## config.mk

```make
export PLATFORM = sky130hd
export DESIGN_NAME = clk_divider_prog
export DESIGN_NICKNAME = d
export VERILOG_FILES = /design/src/rtl/clk_divider_prog.sv
export SDC_FILE = /design/constraint.sdc
export NUM_CORES = 1
export LEC_CHECK = 0
export ABC_AREA = 0
export CAP_MARGIN = 20
export CORE_AREA = 2 2 89 91
export DETAILED_ROUTE_END_ITERATION = 8
export DIE_AREA = 0 0 91 93
export PLACE_DENSITY = 0.76
export SYNTH_ARGS = -nofsm -noshare
export SYNTH_HDL_FRONTEND = slang
export SYNTH_SLANG_ARGS = --single-unit
```

## constraint.sdc

```tcl
create_clock -name system_clk -period 8.1 [get_ports system_clk]
set_input_delay 0.81 -clock system_clk [delete_from_list [all_inputs] [get_ports system_clk]]
set_output_delay 0.81 -clock system_clk [all_outputs]
set_load 0.01 [all_outputs]
```

## src/rtl/clk_divider_prog.sv

```systemverilog
// clk_divider_prog -- runtime-programmable integer clock divider.
//
// Divides system_clk by N (N = active_div, N >= 2) and produces a registered
// divided clock (clk_out) plus a one-cycle strobe (tick) marking the first
// high cycle of every period. A new divisor is offered over a valid/ready
// handshake, parked in a pending register, and only becomes active on the
// edge where the current period wraps. A period is therefore never cut
// short or stretched.
//
// Optional build macro: CLK_DIV_PERIOD_CNT_EN
//   When defined, the output period_cnt[31:0] is added. It counts completed
//   periods (wrap edges) and rolls over from 2^32-1 to 0.
//   When undefined, the port and its counter are absent. All other
//   behaviour is unchanged.

module clk_divider_prog #(
    parameter int DIV_W       = 16,
    parameter int DEFAULT_DIV = 2     // must be >= 2
) (
    input  logic             system_clk,
    input  logic             reset,
    input  logic             en,
    input  logic [DIV_W-1:0] div_in,
    input  logic             div_valid,
    output logic             div_ready,
    output logic             clk_out,
    output logic             tick,
    output logic [DIV_W-1:0] active_div
`ifdef CLK_DIV_PERIOD_CNT_EN
    ,
    output logic [31:0]      period_cnt
`endif
);

    localparam logic [DIV_W-1:0] DEFAULT_N = DIV_W'(DEFAULT_DIV);
    localparam logic [DIV_W-1:0] MIN_N     = DIV_W'(2);
    localparam logic [DIV_W-1:0] ONE       = DIV_W'(1);

    // Handshake state. ST_PENDING means a divisor is parked and waiting for
    // the next period boundary. div_ready is simply "not pending".
    typedef enum logic {
        ST_READY   = 1'b0,
        ST_PENDING = 1'b1
    } hs_state_t;

    hs_state_t        state_reg,   state_next;
    logic [DIV_W-1:0] pending_reg, pending_next;
    logic [DIV_W-1:0] active_reg,  active_next;
    logic [DIV_W-1:0] cnt_reg,     cnt_next;
    logic             clk_out_reg, clk_out_next;
    logic             tick_reg,    tick_next;

    logic [DIV_W-1:0] last_cnt;    // N-1, the final count of a period
    logic [DIV_W-1:0] half_len;    // L = ceil(N/2), the first high count
    logic [DIV_W-1:0] clamped_div; // requested divisor with the floor of 2 applied
    logic             wrap;        // this edge ends the current period

    // Decode the period boundary and the low/high split of the active divisor.
    always_comb begin
        last_cnt    = active_reg - ONE;
        half_len    = (active_reg >> 1) + {{(DIV_W-1){1'b0}}, active_reg[0]};
        clamped_div = (div_in < MIN_N) ? MIN_N : div_in;
        wrap        = en && (cnt_reg == last_cnt);
    end

    // Handshake FSM: accept into pending, promote pending to active on wrap.
    // Accepting requires ST_READY and promoting requires ST_PENDING, so a
    // load on the wrap edge itself lands in pending. It then applies at the
    // following wrap.
    always_comb begin
        state_next   = state_reg;
        pending_next = pending_reg;
        active_next  = active_reg;
        case (state_reg)
            ST_READY: begin
                if (div_valid) begin
                    pending_next = clamped_div;
                    state_next   = ST_PENDING;
                end
            end
            ST_PENDING: begin
                if (wrap) begin
                    active_next = pending_reg;
                    state_next  = ST_READY;
                end
            end
            default: begin
                state_next = ST_READY;
            end
        endcase
    end

    // Period counter, plus clk_out/tick computed from the count that will be
    // held after this edge. Both outputs are therefore registers with no
    // combinational path from cnt_reg. On a wrap the next count is 0, and 0
    // is always below L (L >= 1), so using the current L is safe even when
    // the divisor is switching on that edge.
    always_comb begin
        cnt_next = cnt_reg;
        if (en) begin
            cnt_next = wrap ? '0 : cnt_reg + ONE;
        end
        clk_out_next = (cnt_next >= half_len);
        tick_next    = en && (cnt_next == half_len);
    end

    // State registers. The synchronous reset takes priority over en,
    // div_valid and any pending load.
    always_ff @(posedge system_clk) begin
        if (reset) begin
            state_reg   <= ST_READY;
            pending_reg <= DEFAULT_N;
            active_reg  <= DEFAULT_N;
            cnt_reg     <= '0;
            clk_out_reg <= 1'b0;
            tick_reg    <= 1'b0;
        end else begin
            state_reg   <= state_next;
            pending_reg <= pending_next;
            active_reg  <= active_next;
            cnt_reg     <= cnt_next;
            clk_out_reg <= clk_out_next;
            tick_reg    <= tick_next;
        end
    end

    assign div_ready  = (state_reg == ST_READY);
    assign clk_out    = clk_out_reg;
    assign tick       = tick_reg;
    assign active_div = active_reg;

`ifdef CLK_DIV_PERIOD_CNT_EN
    logic [31:0] period_cnt_reg;

    // Count completed periods. wrap already requires en, so the count holds
    // while the divider is frozen.
    always_ff @(posedge system_clk) begin
        if (reset) begin
            period_cnt_reg <= '0;
        end else if (wrap) begin
            period_cnt_reg <= period_cnt_reg + 32'd1;
        end
    end

    assign period_cnt = period_cnt_reg;
`endif

endmodule
```

# Word-level counts from Yosys, hierarchy flattened

Index checks and enable logic that the tools add are counted.

Bits in registers: 51
Bits of input ports: 20
Output and inout port bits: 19
Word-level logic and storage cells: 24

$add $sub $neg: 3
Magnitude comparators: 2
Eq/ne operators: 2
Mux-type cells: 6
Bitwise gates (word level): 1
Reduce and logical (&&, ||, !) cells: 4

Operators with widths:

| kind                                                        | number |
|---|---|
| two-way mux 16 bit                                          | 3 |
| == test 16 bit                                              | 2 |
| adder 15 x 1 -> 16 bit                                      | 1 |
| adder 16 x 1 -> 16 bit, second input constant               | 1 |
| greater-or-equal comparator 16 bit                          | 1 |
| less-than comparator 16 x 2 -> 1 bit, second input constant | 1 |
| subtractor 16 x 1 -> 16 bit, second input constant          | 1 |
| AND reduction 2 bit                                         | 2 |
| logical AND 1 bit                                           | 2 |
| two-way mux 1 bit                                           | 2 |
| case mux 1 bit (2 select lines)                             | 1 |
| inverter 1 bit                                              | 1 |

# Longest topological paths before layout

Gate-level depths: netlist of run 1.

Word-level depth: 7
Depth in mapped cells: 16
Gate-level depth less buffers: 15

# Least setup slack after synthesis of run 1

OpenSTA, ideal clock, no wires.

Kind: reg2reg
Start point: reg active_reg[3], in the netlist active_div[3]
End point: reg clk_out_reg, in the netlist clk_out
Library setup time: 0.133 ns
Arrival time: 3.614 ns
Required time: 7.967 ns
Slack: 4.353 ns
Cell stages (with the launch flop): 16
Buffers on the path: 2
Clock period less this slack: 3.747 ns
Path through: dfxtp_1 buf_6 or3_4 or4_4 a221o_1 a211o_1 nor4_1 buf_2 o22ai_1 ha_1 nor2b_1 o21a_1 o21a_1 o21a_1 o211ai_1 a31oi_1

Longest elaborated chain between the ends: 6
Elaborated cells between the ends (all ways): 7
Those cells by class: add/sub (2); order compare (1); eq/ne (1); mux (2); reduce/logical (1)

Ends and longest elaborated chain:

| element                            | RTL line | source |
|---|---|---|
| start, declared                    | 48       | `logic [DIV_W-1:0] active_reg, active_next;` |
| start signal, assigned             | 120      | `active_reg <= active_next;` |
| subtractor 16 x 1 -> 16 bit        | 60       | `last_cnt = active_reg - ONE;` |
| == test 16 bit                     | 63       | `wrap = en && (cnt_reg == last_cnt);` |
| logical AND 1 bit                  | 63       |  |
| two-way mux 16 bit                 | 101      | `cnt_next = wrap ? '0 : cnt_reg + ONE;` |
| two-way mux 16 bit                 | 100      | `if (en) begin` |
| via cnt_next[1]                    | 49       | `logic [DIV_W-1:0] cnt_reg, cnt_next;` |
| greater-or-equal comparator 16 bit | 103      | `clk_out_next = (cnt_next >= half_len);` |
| end signal, assigned               | 122      | `clk_out_reg <= clk_out_next;` |
| end, declared                      | 50       | `logic clk_out_reg, clk_out_next;` |

The timed path passes the listed nets, and every way through them passes these cells.
A chain may end at the register's enable or synchronous reset.

# Worst setup path after layout of run 1

Same ends and word-level chain as after synthesis.

==> results of run 1 <==
[metal layers]
layer / vias up / global-route usage (%)
li1: 1492 / -
met1: 1321 / 22.5
met2: 71 / 31.9
met3: 9 / 3.95
met4: 0 / 4.55
met5: - / 0
[power breakdown]
part	leakage [nW]	switching [mW]	internal, mW
sequential	0.414	0.00550	0.258
combinational	0.977	0.0339	0.0302
clock	0.0467	0.0986	0.0643
[synthesized netlist by cell type, types with 3 or more instances]
cell,count,area [sq um]
nand2_1,79,297
dfxtp_1,51,1020
nor2_1,35,131
xor2_1,24,210
nor3_1,21,105
a21oi_1,20,100
ha_1,20,250
xnor2_1,17,149
mux2i_1,16,160
clkbuf_1,13,48.8
inv_1,10,37.5
nand4_1,10,62.6
nand3_1,9,45.0
nor2b_1,6,37.5
or3_1,6,37.5
a21o_1,5,37.5
and4_1,5,43.8
buf_2,5,25.0
nor4_1,5,31.3
o21ai_0,5,25.0
and3_1,4,25.0
buf_4,4,30.0
o31a_1,4,35.0
a211o_1,3,26.3
nand2b_1,3,18.8
o21a_1,3,22.5
o22ai_1,3,18.8
[worst max-delay path: stages (launching register included)]
cell and delay, ns:
dfxtp_1 0.42, or3_4 0.43, or4_4 0.49, a221o_1 0.27, a211o_1 0.32, nor4_2 0.21, buf_4 0.33, o22ai_1 0.15
ha_1 0.32, nor2b_1 0.13, o21a_1 0.16, o21a_1 0.17, o21a_1 0.16, o211ai_1 0.18, a31oi_1 0.11
[worst max-delay path by stage]
stage	startpoint	endpoint	slack (ns)	cells past startpoint
2_1_floorplan	active_div[3]	clk_out	4.35	15
3_5_place_dp	en	clk_out	4.15	13
5_1_grt	active_div[3]	clk_out	3.82	14
3_3_place_gp	en	clk_out	4.25	13
6_report	active_div[3]	clk_out	4.13	14
4_1_cts	active_div[3]	clk_out	4.15	14
[cell families after synthesis]
group	synth area share, %
AOI/OAI and AO/OA	12.3
xor gates and xnor gates	10.8
adders and majority gates	7.52
buffers and inverters	6.21
DFF	30.7
muxes	4.82
and+or+nand+nor	27.7
[final cells by class]
| cell class | instances | share of cell area [%] |
|---|---|---|
| clock buffer | 5 | 1.81 |
| clock inverter | 3 | 0.725 |
| inverter | 10 | 0.988 |
| multi-input combinational | 330 | 55.6 |
| sequential | 51 | 26.9 |
| tap | 102 | 3.36 |
| timing repair buffer | 41 | 10.6 |
[stage by stage]
stage / cell area [sq um] / total power, mW / hold slack (ns) / setup WS, ns
floorplan: 3330 / 0.310 / 0.437 / 4.35
global placement: 3700 / 0.331 / 0.443 / 4.25
detailed placement: 3700 / 0.333 / 0.447 / 4.15
CTS: 3800 / 0.495 / 0.462 / 4.15
global route: 3800 / 0.513 / 0.478 / 3.82
finish: 3800 / 0.491 / 0.460 / 4.13
==> flow_summary.json, run 1 <==
{
  "cts-buffers-inserted": 5,
  "clkLatencyLatePin_ns": 0.31,
  "detail_route.first_pass.iterations": 4,
  "ant_nets": 0,
  "setup_violations": 0,
  "regToRegStartpoint": "active_div[3]",
  "worst_clock_skew_ns": 0.0113,
  "cts_repair_resize_count": 0,
  "ctsRootBufferMaster": "clkbuf_8",
  "critical_path_required_ns": 8.30,
  "remaining_routing_drc_violations": 0,
  "width_of_the_die_um": 91,
  "cts_hold_buffers": 0,
  "setup.worst_path.start_class": "flop",
  "postCtsSetupBuffers": 0,
  "start_util_pct": 44.2,
  "finalCriticalPeriod_ns": 3.97,
  "boundaryPins": 39,
  "synth_seq_cells": 51,
  "highest_layer": "met4",
  "dr_wl_met2_mm": 3.58,
  "dp_hpwl_mm": 5.80,
  "synthDistinctLibCells": 52,
  "initial_antenna_violation_count": 0,
  "dr_total_vias": 2893,
  "type_of_destination_of_the_critical_path": "flop",
  "floorplan.die_area_sq_um": 8460,
  "tightest_slew_ns": 0.939,
  "max_cap_check_violation_count": 0,
  "timing.reg2reg.worst_path_depth": 14,
  "multi_input_gate_area_in_the_final_layout_sq_um": 2110,
  "grt_pass1_vias": 2747,
  "worstHoldEndpoint": "pending_reg[7]",
  "netlist_area_sq_um": 3330,
  "detail_route.iter0.violations": 152,
  "report.final.slew_viol_count": 0,
  "crit-reg2reg-capture": "clk_out",
  "placed_cells": 534,
  "grt_setup_unrepaired": "false",
  "met3RoutedLength_um": 439,
  "area_delta_synth_final_pct": 14.2,
  "viasPerCell": 5.34,
  "yosysWarnings": 0,
  "totalNegativeSetupSlack_ns": 0,
  "number_of_levels_the_h_tree_was_split_into": 2,
  "insertedDiodeCount": 0,
  "yosysSeqAreaShare_pct": 30.7,
  "sequential_cell_area_sq_um": 1020,
  "fraction_of_layout_instances_using_a_drive_strength_above_1_pct": 3.64,
  "core_region_sq_um": 7530,
  "grt_overflow": 0,
  "fillCellCount": 745,
  "clock_tree.buffer_depth": 2,
  "clock_tree_from_tritoncts": "built",
  "global_route.usage.total_pct": 18.1,
  "asyncSetResetFlopFracSynth_pct": 0,
  "worst-setup-path-type": "flop to flop",
  "hold_viol": 0,
  "synthCells": 419,
  "fin_nets": 479,
  "die_height_um": 93,
  "layout.cells.non_filler": 542,
  "worstPathMaxFanout": 30,
  "clkTransAtPathRegs_ns": 0.11,
  "static-leakage-power_nw": 1.44,
  "mostFrequentLayoutCells": "nand2_1 (79), dfxtp_1 (51), clkdlybuf4s50_1 (38), nor2_1 (35), xor2_1 (24)",
  "run_status": "finished, final reports clean",
  "ff2ff_setup_slack_ns": 4.13,
  "hold_path_class": "flop to flop",
  "globalplace.congestion": 0.933,
  "yosys_most_used_dff": "dfxtp_1",
  "route.detailed.wl_per_inst_um": 14.1,
  "maximum_vdd_drop_v": 0.0000850,
  "m1WireLength_mm": 3.55,
  "net_count_after_synthesis": 459,
  "place.port_buffers": 38,
  "hold-path-cell-count": 2,
  "power-per-cell-area_nw_per_um2": 129,
  "grt_start_max_net_pins": 37,
  "hold_start": "pending_reg[7]",
  "grt_first_pass_wirelength_mm": 12.6,
  "arrival_ns": 4.17,
  "floorplan.rows": 32,
  "utilization_pct": 50.5,
  "final_min_period_over_clock_period_pct": 49.0,
  "synth_enable_flop_cells": 0,
  "maxSlewHeadroom_pct": 37.3,
  "syn-mean-instance-area_sq_um": 7.94,
  "max_freq_ghz": 0.252,
  "drt_wl_total_mm": 7.65,
  "layout_commonest_cell": "nand2_1",
  "cts_num_sinks": 51
}
Power figures use the tool's default switching activity.
==> inputs of run 2 (changes only) <==
- PLACE_DENSITY: 0.76 -> 0.78
- clock period: 8.1 -> 3.6 ns (I/O delays scaled with it)
==> run 2 against run 1 <==
The flow now finishes with violations (setup timing). Global-route usage grew 1.1 points. Critical path depth grew 1. Total power is 120% higher. Non-clock buffer count increased by 27. Worst hold slack improved by 0.00079 ns. Critical path type unchanged. Largest power group unchanged.
==> flow_summary.json, run 2 (same netlist as run 1, synthesis figures left out) <==
{
  "floorplan.rows": 32,
  "cts_hold_buffers": 0,
  "timing.critical_path.to": "clk_out",
  "number_of_levels_the_h_tree_was_split_into": 2,
  "crit-reg2reg-capture": "clk_out",
  "max_cap_check_violation_count": 0,
  "run_status": "finished, violations left",
  "route.detailed.wl_per_inst_um": 14.4,
  "detail_route.first_pass.iterations": 4,
  "start_util_pct": 44.2,
  "static-leakage-power_nw": 1.59,
  "clock_tree_from_tritoncts": "built",
  "setup.worst_path.start_class": "flop",
  "width_of_the_die_um": 91,
  "fin_nets": 506,
  "die_height_um": 93,
  "violations": "setup timing",
  "cts_num_sinks": 51,
  "highest_layer": "met4",
  "total_power_mw": 1.09,
  "mostFrequentLayoutCells": "nand2_1 (79), dfxtp_1 (46), clkdlybuf4s50_1 (38), nor2_1 (35), buf_4 (29)",
  "grt_setup_unrepaired": "true",
  "hold-path-cell-count": 2,
  "dr_wl_met2_mm": 4.14,
  "area_delta_synth_final_pct": 23.2,
  "critical_path_required_ns": 3.78,
  "m1WireLength_mm": 3.69,
  "regToRegStartpoint": "active_div[2]",
  "floorplan.die_area_sq_um": 8460,
  "timing.final.ws_setup_ns": -0.0110,
  "max_freq_ghz": 0.277,
  "insertedDiodeCount": 0,
  "clkLatencyLatePin_ns": 0.30,
  "fillCellCount": 742,
  "clkTransAtPathRegs_ns": 0.09,
  "dr_total_vias": 3048,
  "setup_violations": 1,
  "post_place_worst_slack_ns": -0.0931,
  "initial_antenna_violation_count": 0,
  "viasPerCell": 5.36,
  "worst-setup-path-type": "flop to flop",
  "hold_start": "pending_reg[9]",
  "fraction_of_layout_instances_using_a_drive_strength_above_1_pct": 12.8,
  "layout.cells.non_filler": 569,
  "grt_overflow": 0,
  "design_area_sq_um": 4100,
  "type_of_destination_of_the_critical_path": "flop",
  "critical_path.startpoint": "active_div[2]",
  "report.final.slew_viol_count": 0,
  "finalCriticalPeriod_ns": 3.61,
  "grt_start_max_net_pins": 37,
  "tightest_slew_ns": 0.900,
  "maximum_vdd_drop_v": 0.000134,
  "power-per-cell-area_nw_per_um2": 266,
  "hold_path_class": "flop to flop",
  "grt_pass1_vias": 2936,
  "place.port_buffers": 38,
  "hold_slack_ns": 0.461,
  "worstPathMaxFanout": 9,
  "dpl-instance-area_sq_um": 3940,
  "cts-buffers-inserted": 5,
  "arrival_ns": 3.80,
  "remaining_routing_drc_violations": 0,
  "maxSlewHeadroom_pct": 39.9,
  "final_min_period_over_clock_period_pct": 100,
  "drt_wl_total_mm": 8.21,
  "timing.reg2reg.worst_path_depth": 15,
  "core_region_sq_um": 7530,
  "hold_viol": 0,
  "clock_tree.buffer_depth": 2,
  "dp_hpwl_mm": 6.32,
  "detail_route.iter0.violations": 148,
  "postCtsSetupBuffers": 0,
  "layout_commonest_cell": "nand2_1",
  "global_route.usage.total_pct": 19.2,
  "ff2ff_setup_slack_ns": -0.01,
  "ant_nets": 0,
  "placed_cells": 561,
  "worst_clock_skew_ns": 0.00365,
  "met3RoutedLength_um": 292,
  "grt_first_pass_wirelength_mm": 13.3,
  "ctsRootBufferMaster": "clkbuf_8",
  "utilization_pct": 54.4,
  "totalNegativeSetupSlack_ns": -0.0110,
  "globalplace.congestion": 0.930,
  "boundaryPins": 39
}
[run 2: cell count changes in the layout (fill, tap and decap cells not counted), moves of 2 or more]
cell and change:
buf_4 +26, dfxtp_1 -5, dfxtp_2 +5, o22ai_1 -2, o22ai_2 +2, o21ai_0 -2, o21ai_1 +2
[run 2: how the worst min path moves through the flow]
stage | endpoint | slack [ns]
3_3_place_gp | active_div[9] | 0.44
3_5_place_dp | pending_reg[6] | 0.45
4_1_cts | pending_reg[6] | 0.46
6_report | active_div[9] | 0.46
5_1_grt | pending_reg[7] | 0.48
2_1_floorplan | active_div[10] | 0.43
[run 2: area by class of cell]
type / count / area, sq um / area share [%]
Timing Repair Buffer: 68 / 609 / 14.9
Tap cell: 102 / 128 / 3.12
Multi-Input combinational cell: 330 / 2210 / 53.8
Clock buffer: 6 / 72.6 / 1.77
Clock inverter: 2 / 16.3 / 0.397
Inverter: 10 / 37.5 / 0.916
Sequential cell: 51 / 1030 / 25.1
[run 2: repair_timing]
action | 4_1_cts | 5_1_grt
cloned | 0 | 0
pin swaps | 2 | 0
endpoints found under the setup margin | 2 | 2
hold endpoints to repair | 0 | 0
resized for setup | 7 | 7
[run 2: power by group]
group	switching (mW)	leakage, nW	internal, mW	total, mW
combinational	0.0815	1.13	0.0785	0.160
sequential	0.0110	0.417	0.581	0.592
clock	0.199	0.0418	0.140	0.339
[run 2: routing by layer]
layer  global-route usage [%]  up-vias
met5                        0        -
met4                     4.80        0
met3                     2.82       10
met2                     34.9       62
met1                     23.8     1427
li1                         -     1549
[run 2: critical path: stages (launching register included)]
cell and delay [ns]:
dfxtp_2 0.33, buf_4 0.16, nor3_1 0.35, nand3_2 0.23
o31a_1 0.38, a211o_1 0.29, nor4_4 0.34, buf_4 0.19
o22ai_2 0.07, ha_1 0.28, nor2b_1 0.14, o21a_1 0.17
o21a_1 0.16, o21a_1 0.16, o211ai_1 0.16, a31oi_1 0.09
